### config.mk
export PLATFORM = sky130hd
export DESIGN_NAME = alu_sequencer_flat
export DESIGN_NICKNAME = d
export VERILOG_FILES = /design/src/rtl/alu_sequencer_if.sv /design/src/rtl/alu_sequencer.sv /design/src/flat_wrapper.sv
export SDC_FILE = /design/constraint.sdc
export NUM_CORES = 1
export LEC_CHECK = 0
export CORE_MARGIN = 2
export CORE_UTILIZATION = 44
export DETAILED_ROUTE_END_ITERATION = 16
export HOLD_SLACK_MARGIN = 0.06
export PLACE_DENSITY = 0.81
export SETUP_SLACK_MARGIN = 0.2
export SLEW_MARGIN = 20
export SYNTH_ARGS = -nofsm -noshare
export SYNTH_HDL_FRONTEND = slang
export SYNTH_SLANG_ARGS = --single-unit
### constraint.sdc
create_clock -name clk -period 2.91 [get_ports clk]
set_input_delay 0.7275 -clock clk [delete_from_list [all_inputs] [get_ports clk]]
set_output_delay 0.7275 -clock clk [all_outputs]
set_load 0.1 [all_outputs]
### src/rtl/alu_sequencer_if.sv
// rtl/alu_sequencer_if.sv - instruction handshake and reg_alu control bus for alu_sequencer
interface alu_sequencer_if #(
    parameter int DATA_WIDTH = 16
);
    logic                  instr_valid;
    logic                  instr_ready;
    logic [15:0]           instr;
    logic [DATA_WIDTH-1:0] instr_data;
    logic                  cout;
    logic                  s;
    logic                  wr;
    logic [1:0]            operation;
    logic [2:0]            rd_addr_a;
    logic [2:0]            rd_addr_b;
    logic [2:0]            wr_addr;
    logic [DATA_WIDTH-1:0] d_in;
    logic                  carry_flag;
    logic                  busy;
    logic                  done;

    // Upstream instruction source and reg_alu side
    modport master (
        output instr_valid, instr, instr_data, cout,
        input  instr_ready, s, wr, operation, rd_addr_a, rd_addr_b,
               wr_addr, d_in, carry_flag, busy, done
    );

    // Sequencer side
    modport slave (
        input  instr_valid, instr, instr_data, cout,
        output instr_ready, s, wr, operation, rd_addr_a, rd_addr_b,
               wr_addr, d_in, carry_flag, busy, done
    );
endinterface

### src/rtl/alu_sequencer.sv
// rtl/alu_sequencer.sv - instruction sequencer driving the reg_alu register-file/ALU datapath
module alu_sequencer #(
    parameter int DATA_WIDTH = 16
) (
    input  logic          clk,
    input  logic          reset,
    alu_sequencer_if.slave bus
);
    typedef enum logic {
        S_IDLE,
        S_EXEC
    } state_t;

    localparam logic [1:0] K_NOP   = 2'b00;
    localparam logic [1:0] K_LOADI = 2'b01;
    localparam logic [1:0] K_RPT   = 2'b11;

    state_t                r_state;
    logic [2:0]            r_count;
    logic                  r_alu_kind;
    logic                  r_s;
    logic                  r_wr;
    logic [1:0]            r_operation;
    logic [2:0]            r_rd_addr_a;
    logic [2:0]            r_rd_addr_b;
    logic [2:0]            r_wr_addr;
    logic [DATA_WIDTH-1:0] r_d_in;
    logic                  r_carry_flag;
    logic                  r_busy;
    logic                  r_done;

    logic [1:0]            w_kind;
    assign w_kind = bus.instr[15:14];

    // Ready is gated by reset so it reads 0 while reset is held low
    assign bus.instr_ready = reset && (r_state == S_IDLE);
    assign bus.s           = r_s;
    assign bus.wr          = r_wr;
    assign bus.operation   = r_operation;
    assign bus.rd_addr_a   = r_rd_addr_a;
    assign bus.rd_addr_b   = r_rd_addr_b;
    assign bus.wr_addr     = r_wr_addr;
    assign bus.d_in        = r_d_in;
    assign bus.carry_flag  = r_carry_flag;
    assign bus.busy        = r_busy;
    assign bus.done        = r_done;

    // Control FSM: latch an instruction in IDLE, issue one write per EXEC cycle
    always_ff @(posedge clk or negedge reset) begin
        if (!reset) begin
            r_state      <= S_IDLE;
            r_count      <= 3'd0;
            r_alu_kind   <= 1'b0;
            r_s          <= 1'b0;
            r_wr         <= 1'b0;
            r_operation  <= 2'd0;
            r_rd_addr_a  <= 3'd0;
            r_rd_addr_b  <= 3'd0;
            r_wr_addr    <= 3'd0;
            r_d_in       <= '0;
            r_carry_flag <= 1'b0;
            r_busy       <= 1'b0;
            r_done       <= 1'b0;
        end else begin
            case (r_state)
                S_IDLE: begin
                    r_done <= 1'b0;
                    // NOP completes the handshake but leaves everything untouched
                    if (bus.instr_valid && (w_kind != K_NOP)) begin
                        r_alu_kind  <= (w_kind != K_LOADI);
                        r_s         <= (w_kind == K_LOADI);
                        r_operation <= bus.instr[13:12];
                        r_wr_addr   <= bus.instr[11:9];
                        r_rd_addr_a <= bus.instr[8:6];
                        r_rd_addr_b <= bus.instr[5:3];
                        r_d_in      <= bus.instr_data;
                        r_count     <= (w_kind == K_RPT) ? bus.instr[2:0] : 3'd0;
                        r_wr        <= 1'b1;
                        r_busy      <= 1'b1;
                        r_state     <= S_EXEC;
                    end
                end
                S_EXEC: begin
                    // reg_alu writes on this edge; carry reflects the ALU result being written
                    if (r_alu_kind) begin
                        r_carry_flag <= bus.cout;
                    end
                    if (r_count != 3'd0) begin
                        r_count <= r_count - 3'd1;
                    end else begin
                        r_wr    <= 1'b0;
                        r_busy  <= 1'b0;
                        r_done  <= 1'b1;
                        r_state <= S_IDLE;
                    end
                end
                default: r_state <= S_IDLE;
            endcase
        end
    end
endmodule

### src/flat_wrapper.sv
// flat-port wrapper written by rule: the top's interface ports become plain ports
module alu_sequencer_flat 
#(
    parameter int DATA_WIDTH = 16
)
  (clk, reset, bus_instr_valid, bus_instr, bus_instr_data, bus_cout, bus_instr_ready, bus_s, bus_wr, bus_operation, bus_rd_addr_a, bus_rd_addr_b, bus_wr_addr, bus_d_in, bus_carry_flag, bus_busy, bus_done);
  alu_sequencer_if #(.DATA_WIDTH(DATA_WIDTH)) bus_i ();
  input  logic clk;
  input  logic reset;
  input wire logic [$bits(bus_i.instr_valid)-1:0] bus_instr_valid;
  input wire logic [$bits(bus_i.instr)-1:0] bus_instr;
  input wire logic [$bits(bus_i.instr_data)-1:0] bus_instr_data;
  input wire logic [$bits(bus_i.cout)-1:0] bus_cout;
  output wire logic [$bits(bus_i.instr_ready)-1:0] bus_instr_ready;
  output wire logic [$bits(bus_i.s)-1:0] bus_s;
  output wire logic [$bits(bus_i.wr)-1:0] bus_wr;
  output wire logic [$bits(bus_i.operation)-1:0] bus_operation;
  output wire logic [$bits(bus_i.rd_addr_a)-1:0] bus_rd_addr_a;
  output wire logic [$bits(bus_i.rd_addr_b)-1:0] bus_rd_addr_b;
  output wire logic [$bits(bus_i.wr_addr)-1:0] bus_wr_addr;
  output wire logic [$bits(bus_i.d_in)-1:0] bus_d_in;
  output wire logic [$bits(bus_i.carry_flag)-1:0] bus_carry_flag;
  output wire logic [$bits(bus_i.busy)-1:0] bus_busy;
  output wire logic [$bits(bus_i.done)-1:0] bus_done;
  assign bus_i.instr_valid = bus_instr_valid;
  assign bus_i.instr = bus_instr;
  assign bus_i.instr_data = bus_instr_data;
  assign bus_i.cout = bus_cout;
  assign bus_instr_ready = bus_i.instr_ready;
  assign bus_s = bus_i.s;
  assign bus_wr = bus_i.wr;
  assign bus_operation = bus_i.operation;
  assign bus_rd_addr_a = bus_i.rd_addr_a;
  assign bus_rd_addr_b = bus_i.rd_addr_b;
  assign bus_wr_addr = bus_i.wr_addr;
  assign bus_d_in = bus_i.d_in;
  assign bus_carry_flag = bus_i.carry_flag;
  assign bus_busy = bus_i.busy;
  assign bus_done = bus_i.done;
  alu_sequencer #(.DATA_WIDTH(DATA_WIDTH)) u_core (.clk(clk), .reset(reset), .bus(bus_i));
endmodule
# --- Word level (Yosys, flattened, before mapping) ---
# Cells that the tools add are included.
word_totals:
  inputBits: 36
  regBits: 36
op_classes:
  n_addsub: 1
  eq_ne: 6
  reduce_logical: 8
  bitwise_logic: 1
  muxes: 12
ops:
  columns: ["cell", "count"]
  rows:
  - ["$mux 3", 3]
  - ["$reduce_and 2->1", 4]
  - ["$ne 2x2->1 const B", 3]
  - ["$pmux 1 s2", 3]
  - ["$pmux 3 s2", 1]
  - ["$mux 1", 5]
  - ["$reduce_bool 3->1", 1]
  - ["$sub 3x1->3 const B", 1]
  - ["$eq 2x1->1 const B", 1]
  - ["$eq 2x2->1 const B", 1]
  - ["$logic_and 1x1->1", 2]
  - ["$ne 2x1->1 const B", 1]
  - ["$reduce_bool 2->1", 1]
  - ["$not 1->1", 1]

# --- Depth between registers and ports, before layout ---
depth:
  depth_word: 4
  mapped_depth: 5
  ltp_nobuf: 5

# --- Least setup slack after synthesis ---
# Ideal clock, no wire load.
synth_timing:
  path_kind: "input -> output"
  start: "input reset"
  end: "output bus_instr_ready"
  setup_slack_ps: 121
  t_arrival_ps: 2062
  path_buffers: 0
  stages: 1
  path_cell_list: "nor2b_1"
synth_via:
  elab_chain_len: 1
synth_rtl:
  columns: ["item", "line_no", "text"]
  rows:
  - ["start: declaration", "flat_wrapper.sv:9", "input logic reset;"]
  - ["$logic_and 1x1->1", "alu_sequencer.sv:36", "assign bus.instr_ready = reset && (r_state == S_IDLE);"]
  - ["end: declaration", "flat_wrapper.sv:14", "output wire logic [$bits(bus_i.instr_ready)-1:0] bus_instr_ready;"]
# Every way passes these cells.

# --- Worst setup path after layout ---
layout_timing:
  start: "input bus_instr[14]"
  end: "register u_core.r_operation[1], in the netlist u_core.bus.operation[1]"
layout_via:
  elab_chain_len: 3
layout_rtl:
  columns: ["item", "line_no", "text"]
  rows:
  - ["start: declaration", "flat_wrapper.sv:11", "input wire logic [$bits(bus_i.instr)-1:0] bus_instr;"]
  - ["$reduce_bool 2->1", "alu_sequencer.sv:69", "if (bus.instr_valid && (w_kind != K_NOP)) begin"]
  - ["$logic_and 1x1->1", "alu_sequencer.sv:69", null]
  - ["$reduce_and 2->1 (no line)", null, null]
  - ["end signal: assignment", "alu_sequencer.sv:72", "r_operation <= bus.instr[13:12];"]
  - ["end: declaration", "alu_sequencer.sv:23", "logic [1:0] r_operation;"]
# Every way passes these cells.
# A chain may end at the register's enable or synchronous reset.

==> impl_metrics.env <==
export IMPL_htree_num_levels=2
export IMPL_fin_crit_sh_pct=72.56
export IMPL_cts_buffer_depth=2
export IMPL_synth_seq_cells=36
export IMPL_detail_route_first_pass_iterations=4
export IMPL_cp_end_kind="flop"
export IMPL_max_slew_margin_pct=61.92
export IMPL_cp_required_ps=3130
export IMPL_fmax_ghz=0.4736
export IMPL_yosys_area_top_type="dfrtp_1"
export IMPL_rr_worst_depth=3
export IMPL_final_util_pct=66.45
export IMPL_syn_area_sq_um=1568
export IMPL_synth_distinct_cells=20
export IMPL_ys_top_cells_by_area="dfrtp_1, mux2_4, mux2_2"
export IMPL_wirelength_um=3296
export IMPL_final_min_clock_period_ps=2111
export IMPL_antenna_cells=0
export IMPL_gr_total_overflow=0
export IMPL_skew_ps=14.96
export IMPL_core_sq_um=3390
export IMPL_grt_max_degree=37
export IMPL_drc=0
export IMPL_clk_latency_ps=330
export IMPL_multiInputGateArea_sq_um=606.8
export IMPL_fillers=241
export IMPL_cts_root_buf="clkbuf_4"
export IMPL_status="completed"
export IMPL_synthArstFlopShare_pct=100.0
export IMPL_cts_resized=0
export IMPL_num_rows=21
export IMPL_ctsHoldBuffers=0
export IMPL_synth_most_common_cell="dfrtp_1"
export IMPL_die_x_um=63.69
export IMPL_grt_pass1_vias=1070
export IMPL_slew_viol_final=0
export IMPL_synthXorXnorAreaFrac_pct=0
export IMPL_setup_violations=0
export IMPL_synthFlopType="dfrtp_1"
export IMPL_reg2reg_slack_ps=1230
export IMPL_syn_to_final_growth_pct=43.66
export IMPL_rsz0062_at_grt="false"
export IMPL_netlist_area_leader_share_pct=57.46
export IMPL_synth_compound_area_share_pct=5.108
export IMPL_num_io_pins=69
export IMPL_cts_setup_buffers=0
export IMPL_hold_viol_final=0
export IMPL_cts_tree="built"
export IMPL_hp_class="primary input to async pin"
export IMPL_cp_arrival_ps=2330
export IMPL_die_h_um=63.69
export IMPL_vias_per_cell=4.958
export IMPL_post_drt_wl_per_cell_um=15.33
export IMPL_reg2reg_from="u_core.r_state"
export IMPL_cap_violations=0
export IMPL_dp_hpwl_um=2481
export IMPL_clock_sinks=36
export IMPL_synth_seq_area_share_pct=57.46
export IMPL_synth_adder_area_share_pct=1.596
export IMPL_yosys_top_cells_count="dfrtp_1, mux2_4, mux2_2"
export IMPL_startpoint_type="primary input"
export IMPL_io_buffer_count=68
export IMPL_clkTransAtPathRegs_ps=110
export IMPL_grt_usage_pct=17.91
export IMPL_yosysWarnings=0
export IMPL_critPathKind="primary input to flop"
export IMPL_fin_nets=207
export IMPL_slowest_stage="clkdlybuf4s50_1"
export IMPL_synth_edff_count=0
export IMPL_drive_above_1_share_pct=43.79
export IMPL_grt_pass1_wl_um=5430
export IMPL_finalInstanceArea_sq_um=2252
export IMPL_worst_slew_pin_slew_ps=571.1
export IMPL_start_util_pct=46.25
export IMPL_muxShareOfSynthArea_pct=27.93
export IMPL_seq_area_sq_um=900.9
export IMPL_syn_inst=96
export IMPL_fin_setup_tns_ps=0
export IMPL_die_area_sq_um=4056
export IMPL_postRouteAntennaNets=0
export IMPL_via_count=1066
export IMPL_cp_cell_sequence="clkdlybuf4s50_1 -> o21ai_4 -> nor2_8 -> buf_12 -> mux2_2"
export IMPL_antenna_found_initial=0
export IMPL_cts_buffers=5
export IMPL_drtIter0Drc=53
export IMPL_synth_top_family_by_area="multiplexers"
export IMPL_place_congestion=0.7171
export IMPL_slowest_delay_ps=610
export IMPL_r2r_end="u_core.bus.operation[1]"
export IMPL_place_area_sq_um=2206
export IMPL_synthSimpleGateAreaFrac_pct=3.911
export IMPL_syn_num_nets=134
export IMPL_postSynthAreaPerCell_sq_um=16.33
export IMPL_cp_max_fo=15
-- flip-flops by register name, indices dropped and copies added (netlist names) --
name                   flops
u_core.r_count             3
u_core.bus.wr              1
u_core.bus.wr_addr         3
u_core.bus.rd_addr_b       3
u_core.bus.d_in           16
u_core.bus.done            1
u_core.bus.rd_addr_a       3
u_core.r_alu_kind          1
u_core.bus.carry_flag      1
u_core.bus.s               1
u_core.r_state             1
u_core.bus.operation       2
-- layout by cell type, fill, tap and decap left out, types with 2 or more instances in the layout --
cell / instances
nand2_1: 2
a21oi_1: 4
mux2_2: 10
dfrtp_1: 36
clkdlybuf4s50_1: 34
mux2i_1: 4
inv_1: 2
nor2b_1: 3
buf_4: 33
buf_12: 2
mux2_4: 19
clkbuf_4: 5
ha_1: 2
-- area by class of cell --
cell class	instances	share of cell area (%)
Clock inverter	1	0.2222
Clock buffer	6	1.833
Sequential cell	36	40.00
Timing Repair Buffer	70	28.11
Tap cell	46	2.556
Inverter	2	0.3333
Multi-Input combinational cell	54	26.94
-- routing by layer --
metal | GRT usage, % | part of all wire [%] | up-vias | routed length [um]
li1 | - | - | 486 | -
met1 | 23.19 | 42 | 522 | 1374
met2 | 28.29 | 49 | 53 | 1628
met3 | 5.000 | 7.6 | 5 | 252
met4 | 7.337 | 1.2 | 0 | 40
met5 | 0 | 0 | - | 0
-- kinds of logic after synthesis --
| family | count (synthesis) |
|---|---|
| AOI/OAI and AO/OA | 10 |
| adders and majority gates | 2 |
| and+or+nand+nor | 9 |
| muxes | 33 |
| DFF | 36 |
| buffers and inverters | 6 |
-- through the flow --
| stage | cells | hold slack [ps] | worst slack [ps] |
|---|---|---|---|
| 2_1_floorplan | 96 | 431.9 | 637.6 |
| 3_3_place_gp | 208 | 482.6 | 511.1 |
| 3_5_place_dp | 208 | 490.2 | 443.3 |
| 4_1_cts | 215 | 435.8 | 786.8 |
| 5_1_grt | 215 | 448.4 | 730.9 |
| 6_report | 215 | 428.4 | 798.5 |
-- worst max-delay path: cells and delay by family --
family / cells / cell delay [ps]
multiplexers: 1 / 350
AO/OA/AOI/OAI: 1 / 130
buffers and inverters: 2 / 820
AND/OR/NAND/NOR: 1 / 290
-- worst max path at each step --
stage,startpoint,endpoint,slack [ps]
CTS,u_core.r_state,bus_instr_ready,790
global route,u_core.r_state,bus_instr_ready,730
finish,bus_instr[14],u_core.bus.operation[1],800
detailed placement,bus_instr[14],u_core.bus.operation[1],440
global placement,bus_instr[14],u_core.bus.d_in[13],510
floorplan,reset,bus_instr_ready,640
Power is left out: the tool's default activity adds up to more than one toggle a clock period on the data nets, which glitch-free logic cannot reach.
